File: config.mk
export PLATFORM = sky130hd
export DESIGN_NAME = quick_start_timer_ctrl
export DESIGN_NICKNAME = d
export VERILOG_FILES = /design/src/rtl/quick_start_timer_ctrl.sv
export SDC_FILE = /design/constraint.sdc
export NUM_CORES = 1
export LEC_CHECK = 0
export BUFFER_PORTS_ARGS = -buffer_cell sky130_fd_sc_hd__clkbuf_2
export CAP_MARGIN = 20
export CORE_MARGIN = 5
export CORE_UTILIZATION = 65
export DETAILED_ROUTE_END_ITERATION = 8
export PLACE_DENSITY = 0.84
export REMOVE_ABC_BUFFERS = 1
export SYNTH_ARGS = -nofsm -noshare
export SYNTH_HDL_FRONTEND = slang
export SYNTH_SLANG_ARGS = --single-unit
File: constraint.sdc
create_clock -name clk -period 38.1 [get_ports clk]
set_clock_uncertainty 0.15 [all_clocks]
set_input_delay 0 -clock clk [delete_from_list [all_inputs] [get_ports clk]]
set_output_delay 0 -clock clk [all_outputs]
set_load 0.005 [all_outputs]
File: src/rtl/quick_start_timer_ctrl.sv
// Microwave cook-time register and cooking FSM with debounced start/stop buttons and quick-start add.
// Press acts DEBOUNCE_CYCLES+3 clocks after first sampled high; BCD outputs trail the time register by one clock.
module quick_start_timer_ctrl #(
  parameter int ADD_SECONDS     = 30,
  parameter int MAX_MINUTES     = 99,
  parameter int DEBOUNCE_CYCLES = 4,
  parameter bit ADD_ON_START    = 1'b1
) (
  input  logic       clk,
  input  logic       reset_n,
  input  logic       start_button,
  input  logic       stop_button,
  input  logic       door_open,
  input  logic       tick_1hz,
  input  logic       load_en,
  input  logic [3:0] load_first_sec,
  input  logic [3:0] load_second_sec,
  input  logic [3:0] load_first_min,
  input  logic [3:0] load_second_min,
  output logic [3:0] first_sec,
  output logic [3:0] second_sec,
  output logic [3:0] first_min,
  output logic [3:0] second_min,
  output logic       microwave_power_on,
  output logic [1:0] state,
  output logic       done_pulse
);

  localparam int MAX_T = MAX_MINUTES * 60 + 59;
  localparam int TW    = $clog2(MAX_MINUTES * 60 + 60);
  localparam int CW    = (DEBOUNCE_CYCLES > 1) ? $clog2(DEBOUNCE_CYCLES) : 1;
  localparam logic [15:0] ADD16 = 16'(ADD_SECONDS);
  localparam logic [15:0] MAX16 = 16'(MAX_T);

  typedef enum logic [1:0] {
    S_IDLE    = 2'd0,
    S_RUNNING = 2'd1,
    S_PAUSED  = 2'd2,
    S_DONE    = 2'd3
  } state_t;

  function automatic logic [TW-1:0] sat(input logic [15:0] x);
    return (x > MAX16) ? TW'(MAX16) : TW'(x);
  endfunction

  // Bit 0 is the start button, bit 1 is stop.
  logic [1:0]    w_raw;
  logic [1:0]    r_sync1, r_sync2, r_deb, r_deb_d, r_evt;
  logic [CW-1:0] r_cnt [2];

  assign w_raw = {stop_button, start_button};

  always_ff @(posedge clk or negedge reset_n) begin
    if (!reset_n) begin
      r_sync1  <= '0;
      r_sync2  <= '0;
      r_deb    <= '0;
      r_deb_d  <= '0;
      r_evt    <= '0;
      r_cnt[0] <= '0;
      r_cnt[1] <= '0;
    end else begin
      r_sync1 <= w_raw;
      r_sync2 <= r_sync1;
      r_deb_d <= r_deb;
      r_evt   <= r_deb & ~r_deb_d;
      for (int b = 0; b < 2; b++) begin
        if (r_sync2[b] == r_deb[b]) begin
          r_cnt[b] <= '0;
        end else if (r_cnt[b] == CW'(DEBOUNCE_CYCLES - 1)) begin
          r_deb[b] <= ~r_deb[b];
          r_cnt[b] <= '0;
        end else begin
          r_cnt[b] <= r_cnt[b] + CW'(1);
        end
      end
    end
  end

  state_t        r_state, w_state_nxt;
  logic [TW-1:0] r_time, w_time_nxt, w_resume;
  logic          r_power, r_done, w_done_nxt;
  logic [15:0]   r_bcd, w_bcd;
  logic [15:0]   w_t16, w_tdec16, w_load16, w_min16, w_sec16;
  logic          w_load_ok, w_start_ok, w_stop;

  assign w_t16     = 16'(r_time);
  assign w_tdec16  = tick_1hz ? (w_t16 - 16'd1) : w_t16;
  assign w_load16  = 16'(load_second_min) * 16'd600 + 16'(load_first_min) * 16'd60
                   + 16'(load_second_sec) * 16'd10 + 16'(load_first_sec);
  assign w_load_ok = (load_first_sec <= 4'd9) && (load_second_sec <= 4'd5) &&
                     (load_first_min <= 4'd9) && (load_second_min <= 4'd9);
  assign w_stop     = r_evt[1];
  // Stop and an open door both swallow a start event outright.
  assign w_start_ok = r_evt[0] & ~door_open & ~r_evt[1];
  assign w_resume   = ADD_ON_START ? sat(w_t16 + ADD16) : r_time;

  always_comb begin
    w_state_nxt = r_state;
    w_time_nxt  = r_time;
    w_done_nxt  = 1'b0;
    case (r_state)
      S_IDLE: begin
        if (!w_stop) begin
          if (w_start_ok) begin
            w_time_nxt  = (r_time == '0) ? TW'(ADD16) : w_resume;
            w_state_nxt = S_RUNNING;
          end else if (load_en && w_load_ok) begin
            w_time_nxt = sat(w_load16);
          end
        end
      end
      S_RUNNING: begin
        if (w_stop || door_open) begin
          w_state_nxt = S_PAUSED;
        end else if (w_start_ok) begin
          w_time_nxt = sat(w_tdec16 + ADD16);
        end else if (tick_1hz && (r_time != '0)) begin
          w_time_nxt = r_time - TW'(1);
          if (r_time == TW'(1)) begin
            w_state_nxt = S_DONE;
            w_done_nxt  = 1'b1;
          end
        end
      end
      S_PAUSED: begin
        if (w_stop) begin
          w_state_nxt = S_IDLE;
          w_time_nxt  = '0;
        end else if (w_start_ok) begin
          w_time_nxt  = w_resume;
          w_state_nxt = S_RUNNING;
        end
      end
      S_DONE: begin
        if (w_stop) begin
          w_state_nxt = S_IDLE;
        end else if (w_start_ok) begin
          w_time_nxt  = TW'(ADD16);
          w_state_nxt = S_RUNNING;
        end
      end
      default: begin
        w_state_nxt = S_IDLE;
      end
    endcase
  end

  assign w_min16 = w_t16 / 16'd60;
  assign w_sec16 = w_t16 - w_min16 * 16'd60;
  assign w_bcd   = {4'(w_min16 / 16'd10), 4'(w_min16 % 16'd10),
                    4'(w_sec16 / 16'd10), 4'(w_sec16 % 16'd10)};

  always_ff @(posedge clk or negedge reset_n) begin
    if (!reset_n) begin
      r_state <= S_IDLE;
      r_time  <= '0;
      r_power <= 1'b0;
      r_done  <= 1'b0;
      r_bcd   <= '0;
    end else begin
      r_state <= w_state_nxt;
      r_time  <= w_time_nxt;
      r_power <= (w_state_nxt == S_RUNNING);
      r_done  <= w_done_nxt;
      r_bcd   <= w_bcd;
    end
  end

  assign second_min         = r_bcd[15:12];
  assign first_min          = r_bcd[11:8];
  assign second_sec         = r_bcd[7:4];
  assign first_sec          = r_bcd[3:0];
  assign microwave_power_on = r_power;
  assign state              = r_state;
  assign done_pulse         = r_done;

endmodule
==> results of run 1 <==
-- worst max-delay path, delay by kind of cell, from the launching register on --
| kind | cells | cell delay (ns) |
|---|---|---|
| compound gates | 19 | 4.41 |
| buf+inv | 4 | 0.94 |
| mux | 4 | 0.98 |
| xor+xnor | 3 | 0.56 |
| flops | 1 | 0.68 |
| simple gates | 15 | 4.09 |
| fa+ha+maj | 5 | 2.26 |
-- worst min-delay path by stage --
stage | startpoint | endpoint | slack (ns) | cells past startpoint
after floorplan | reset_n | done_pulse | -0.45 | 0
after global placement | start_button | r_sync1[0] | -0.04 | 1
after detailed placement | start_button | r_sync1[0] | -0.04 | 1
after CTS | load_first_sec[0] | r_time[0] | 0.13 | 5
after global routing | load_first_sec[1] | r_time[1] | 0.19 | 4
final | load_first_sec[0] | r_time[0] | 0.14 | 5
-- area by class of cell --
class	count	area share
clock inverter	3	0.004629
timing repair buffer	53	0.03003
multi-input combinational	1068	0.7824
sequential	47	0.1176
inverter	78	0.02978
clock buffer	5	0.01251
tap	184	0.02302
-- flip-flops by register name, indices dropped and copies added, names as in the netlist --
register            cells
state                   2
r_cnt                   4
r_deb_d                 2
r_sync2                 2
r_bcd                  16
r_evt                   2
microwave_power_on      1
done_pulse              1
r_deb                   2
r_sync1                 2
r_time                 13
-- cells by family after synthesis --
| kind of cell | Yosys count | synth area share |
|---|---|---|
| AOI/OAI and AO/OA | 416 | 0.2942 |
| muxes | 24 | 0.02701 |
| xor gates and xnor gates | 95 | 0.08719 |
| buffers and inverters | 135 | 0.05677 |
| adders and majority gates | 143 | 0.2094 |
| DFF | 47 | 0.1232 |
| and+or+nand+nor | 390 | 0.2022 |
-- cells in the final DEF, fill, tap and decap left out, drive strengths merged, types with 14 or more instances in the layout --
cell,count
nand2,115
ha,110
a21oi,105
nor2,84
o21ai,83
inv,77
xnor2,58
clkbuf,48
dfrtp,47
nand3,42
xor2,37
nor3,31
fa,29
a31oi,26
a21o,21
nor2b,19
and2,19
o22ai,16
a211oi,16
o211ai,15
and3,14
o21bai,14
-- routing by layer --
metal / GRT usage / share of wire
met1: 0.3552 / 0.43
met2: 0.4746 / 0.48
met3: 0.02446 / 0.066
met4: 0.07852 / 0.030
met5: 0 / 0
-- what timing repair did --
item,4_1_cts,5_1_grt
setup buffers,0,0
hold endpoints to repair,52,0
hold buffers,4,0
-- synth_stat cells, types with 7 or more instances --
library cell / n
nand3_1: 42
clkbuf_1: 42
xor2_1: 37
mux2i_1: 13
nand2b_1: 13
ha_1: 110
o22ai_1: 16
dfrtp_1: 47
inv_1: 76
xnor2_1: 58
o221ai_1: 11
o211ai_1: 13
a21oi_1: 104
o21ai_0: 76
or2_2: 9
o21a_1: 10
nor3_1: 28
o2111a_1: 7
a22oi_1: 7
nand2_1: 113
mux2_2: 10
fa_1: 29
o21bai_1: 14
nor2b_1: 19
and2_1: 16
nor2_1: 84
a211oi_1: 14
o2111ai_1: 7
a21o_1: 21
nand4_1: 12
a31oi_1: 26
o31ai_1: 9
and3_1: 14
-- metrics by stage --
stage,util,cells,instance area (um2)
6_report,0.6907,1438,10000
4_1_cts,0.6904,1437,9996
5_1_grt,0.6907,1438,10000
3_5_place_dp,0.6758,1425,9784
2_1_floorplan,-,1193,9299
3_3_place_gp,0.6758,1425,9784
==> run summary, run 1 <==
The final critical-path required period came out at 14.18 ns. The Yosys step of the flow raised 0 warnings. The logic depth of the worst register-to-register path is 50.

In this run the count of I/O pins placed on the die edge is 43. The number of hold violations in the final report came out at 0. The cell count after synthesis came out at 1250.

The slack of the worst reg-to-reg path came out at 23.92 ns. Fill cells in the final layout number 1194. STA classifies the critical path startpoint as a flop.

The worst hold margin came out at 0.1387 ns. The core box area came out at 14480 um2. TritonCTS built the clock tree.

The count of TritonRoute iterations in the first routing pass came out at 6. The maximum single-stage delay on the critical path came out at 0.68 ns. In the final timing run, aggregate negative setup slack is 0 ns. Summing all multi-input logic gate instances after layout gives 7825 um2.

Among all flip-flop cells after synthesis, the most frequent one is dfrtp_1. The global-route congestion overflow total came out at 0. The detail route stage leaves a number of antenna-violating nets equal to 0. The number of DRC markers in iteration 0 came out at 1100. The number of different library cells used by synthesis comes to 87. The synthesized design contains 0 enable-type register cells. By instance count, the cell type seen most on the critical path is a21oi_1.

The area used by sequential logic in the layout is 1176 um2. The number of placement rows came out at 44. Buffers placed on the I/O ports in this run total 42. Ranked by total cell area, the synthesized netlist is headed by ha_1 14%, dfrtp_1 12%, fa_1 6.1%. The fraction of final layout cells with drive strength greater than 1 came out at 0.08134. The tree is rooted in a clkbuf_16. The clock latency reported for the late side of the worst-skew pair is 0.30 ns.

The largest net degree at the start of global routing came out at 48. The maximum net fanout on the critical path came out at 23. The area share of the largest cell type after synthesis came out at 0.1442. The worst-margin pin slew is 0.9917 ns.

For this configuration, the core starts out at a cell density of 0.6591. The maximum root-to-sink buffer count is 2. The biggest area contributor in the post-synthesis netlist is ha_1.

The share of the Yosys chip area taken by registers is 0.1232. In the finished design, the share of the clock period the worst path needs comes to 0.3721. The post-layout net count is 1415. The post-cts resize count came out at 0.

The number of clock buffers added by TritonCTS is 5. The cell type of the slowest stage on the worst timing path is dfrtp_1. The global placement routability congestion is 0.9926.

Using the TritonRoute via totals, the vias-per-cell ratio works out to 6.682. From bottom edge to top edge, the die measures 131.2 um. The summed instance area of the synthesized netlist came out at 9543 um2. The run finished with clean final reports. The first global-routing pass estimated 41160 um of wire. The normalized max-slew margin came out at 0.3375. The arrival time of data at the critical path endpoint is 14.25 ns. The die area came out at 17200 um2. The number of clock sinks came out at 47. The deepest level of the CTS H-tree came out at 2. The total via count in the routed design came out at 9608. Setup violations remaining at the end of the flow were counted as 0.

Compared with the post-synthesis result, the final layout area differs by 4.798%. The reg-to-reg critical path endpoint is r_bcd[1]. The horizontal die dimension came out at 131.2 um.

The path type of the worst setup path is reg -> reg. In this run the worst hold path is classified as in -> reg. The final HPWL from detailed placement is 18670 um. The number of maximum-capacitance constraint violations came out at 0. The flip-flop and latch count after synthesis came out at 47. The total routing resource utilization after global routing came out at 0.2707. The number of antenna violations at the first check in global routing came out at 0. The most critical setup path has its endpoint at r_bcd[1]. The origin of the critical flop-to-flop path is r_time[8]. Of all flip-flops after synthesis, the portion carrying an async set or reset was 1.000. The total wire length after detailed routing came out at 24660 um.

The critical path capture point type is a flop. The max-slew violation count is 0. The clock transition at the registers of the reported paths came out at 0.07 ns.

The number of antenna diodes in the final layout is 0. The via count of the first global-routing pass came out at 8843. Based on the critical path, the design can be clocked at up to 70.53 MHz.

The critical path starts at r_time[8]. The worst setup timing slack at the placement stage is 23.81 ns. The number of DRC violations after detailed routing came out at 0.

The synthesized area divided by synthesized cell count came out at 7.634 um2. Across all setup checks in the final design, the least slack found is 23.92 ns. The data required time of the worst path came out at 38.17 ns.

Setup repair after global routing left no endpoint under its margin. Dividing the detail-routed wire length by the instance count gives 17.15 um.
Power of run 1 is left out: the tool's default activity adds up to more than one toggle a clock period on the data nets, which glitch-free logic cannot reach.
==> inputs of run 2 (changes only) <==
CORE_UTILIZATION = 59   (was 65)
PLACE_DENSITY = 0.8   (was 0.84)
clock period = 12 ns   (was 38.1 ns; I/O delays follow)
==> run 2 against run 1 <==
Critical path depth shrank 3. Worst hold slack lost 0.022 ns. Setup slack lost 24 ns. Critical path type unchanged.
==> run summary, run 2 (synthesized netlist as in run 1, its figures left out) <==
The core box area came out at 15890 um2 (was 14480 um2). The post-route core utilization is 0.6749 (was 0.6907). The antenna diode count came out at 0 (unchanged). The library cell appearing most often on the critical path is a21o_1 (was a21oi_1).

The CTS buffer count came out at 5 (unchanged). The clock latency reported for the late side of the worst-skew pair is 0.30 ns (about the same). Biggest registers after layout: r_bcd x16, r_time x13, r_cnt x4 (unchanged).

The max-slew violation count is 0 (unchanged). The die area is 18820 um2 (was 17200 um2). The fraction of final layout cells with drive strength greater than 1 is 0.1557 (was 0.08134). The number of placed instances with taps included came out at 1493 (was 1425).

The horizontal die dimension is 137.2 um (was 131.2 um). Outcome: complete, no violations (unchanged). The post-route fraction of the period consumed by the critical path is 0.9782 (was 0.3721). The wire length of the first global-routing pass is 40460 um (was 41160 um). The number of port buffers came out at 42 (unchanged).

The total via count in the routed design is 9616 (was 9608). The largest net degree at the start of global routing is 48 (unchanged). The worst min-delay path category is in -> reg (unchanged). The worst-margin pin slew came to 0.8687 ns (was 0.9917 ns).

The root buffer cell is clkbuf_16 (unchanged). The initial cell density of the core is 0.6007 (was 0.6591). The detailed-route wire length per cell came out at 16.39 um (was 17.15 um).

The area taken by multi-input logic gates came out at 8064 um2 (was 7825 um2). The count of endpoints failing setup in the final report came to 0 (unchanged). The worst setup timing slack at the placement stage came out at -0.1684 ns (was 23.81 ns). The deepest level of the CTS H-tree is 2 (unchanged). The number of ports placed on the die boundary is 43 (unchanged). The path type of the worst setup path is reg -> reg (unchanged). The maximum root-to-sink buffer count is 2 (unchanged). The post-layout net count came out at 1471 (was 1415). The number of placement rows came to 46 (was 44). The height of the chip came to 137.2 um (was 131.2 um). The peak clock frequency supported by timing came to 85.19 MHz (was 70.53 MHz). The clock tree from TritonCTS is yes (unchanged). The global placement routability congestion is 0.9720 (was 0.9926). The number of DRC markers in iteration 0 came out at 766 (was 1100).

The number of inserted filler cells in the final layout is 1367 (was 1194). The total wire length after detailed routing was 25010 um (was 24660 um). The number of cells in the finished layout apart from fillers came out at 1526 (was 1438).

The final HPWL from detailed placement came out at 19050 um (was 18670 um). Leading cell types in the layout, fill and taps excluded: 113 x nand2_1, 108 x ha_1, 100 x a21oi_1 (was 113 x nand2_1, 110 x ha_1, 104 x a21oi_1). The number of clock sinks came out at 47 (unchanged).

The register containing the most flip-flops in the final layout is r_bcd (unchanged). The layout overhead on the synthesized area came out at 12.34% (was 4.798%). The worst hold margin came out at 0.1162 ns (was 0.1387 ns). The number of antenna violations at the first check in global routing is 0 (unchanged).

The data required time of the worst path came out at 12.06 ns (was 38.17 ns). The count of antenna-violating nets left after detailed routing was 0 (unchanged). The clock transition at the registers of the reported paths is 0.08 ns (was 0.07 ns).

The number of DRC violations after detailed routing came out at 0 (unchanged). The arrival time of data at the critical path endpoint came out at 11.80 ns (was 14.25 ns). The global-route congestion overflow total came out at 0 (unchanged). The number of flip-flops under the largest register name is 16 (unchanged). The most common library cell in the layout ignoring fill and taps is nand2_1 (unchanged).

The number of maximum-capacitance constraint violations came out at 0 (unchanged). The maximum single-stage delay on the critical path came out at 0.56 ns (was 0.68 ns). The total routing resource utilization after global routing is 0.2552 (was 0.2707).

The nature of the critical path startpoint is a flop (unchanged). The area used by sequential logic in the layout is 1181 um2 (was 1176 um2). The critical path capture point type is a flop (unchanged). The via count of the first global-routing pass is 8724 (was 8843). The number of hold violations in the final report came out at 0 (unchanged).

The maximum net fanout on the critical path came out at 8 (was 23). The final critical-path required period is 11.74 ns (was 14.18 ns). The cell type of the slowest stage on the worst timing path is fa_1 (was dfrtp_1). The normalized max-slew margin is 0.4189 (was 0.3375). The worst-case setup margin in the final layout came to 0.2614 ns (was 23.92 ns). The count of TritonRoute iterations in the first routing pass is 5 (was 6). The via density per instance came out at 6.301 (was 6.682).
==> run 2: changes by cell type in the layout (fill, tap and decap cells not counted), moves of 3 or more <==
cell and delta:
o21ai_0 -3, a21oi_2 +3, dfrtp_2 +4, dfrtp_1 -4, a21oi_1 -4, nor3_1 -3, nor2_2 +3, nor2_1 -4
buf_4 +55, o21ai_2 +3, a31oi_1 -3
==> run 2: critical path, delay by kind of cell, from the launching register on <==
kind / cells / cell delay [ns]
flops: 1 / 0.47
buf+inv: 5 / 0.67
xor+xnor: 3 / 0.46
simple gates: 12 / 3.01
mux: 4 / 1.00
compound gates: 18 / 3.79
fa+ha+maj: 5 / 2.09
==> run 2: path summary, 6_finish.rpt <==
check,cells after the start,from,slack (ns),endpoint
worst max-delay path,47,r_time[11],0.26,r_bcd[1]
worst min-delay path,5,load_first_sec[0],0.12,r_time[0]
worst max register to register,47,r_time[11],0.26,r_bcd[1]
worst min register to register,0,r_sync1[1],0.20,r_sync2[1]
max in group asynchronous,3,reset_n,11.06,r_time[9]
min in group asynchronous,3,reset_n,0.21,r_time[11]
==> run 2: layer usage <==
metal	track usage	part of all wire	up-vias
met5	0	0	-
met4	0.08703	0.027	0
met3	0.01899	0.054	59
met2	0.4316	0.48	372
met1	0.3455	0.44	4483
li1	-	-	4702
==> run 2: final cells by class <==
| cell class | count | area share |
|---|---|---|
| clock buffers | 5 | 0.01167 |
| clock inverters | 3 | 0.004435 |
| inverters | 78 | 0.02813 |
| multi-input cells | 1068 | 0.7522 |
| flip-flops and latches | 47 | 0.1102 |
| well taps | 216 | 0.02521 |
| repair buffers | 109 | 0.06816 |
==> run 2: what timing repair did <==
item                                    CTS  global route
hold buffers                              4             0
pin swaps                                 1            31
hold endpoints to repair                 52             0
gates resized for setup                   6            58
setup buffers                             1            20
endpoints found under the setup margin    4             7
==> run 2: metrics by stage <==
stage                     area, um2  TNS (ns)
after floorplan                9299    -5.247
after global placement        10090         0
after detailed placement      10090   -0.3863
after CTS                     10340         0
after global routing          10720   -0.8407
final                         10720         0
Power of run 2 is left out for the same reason.
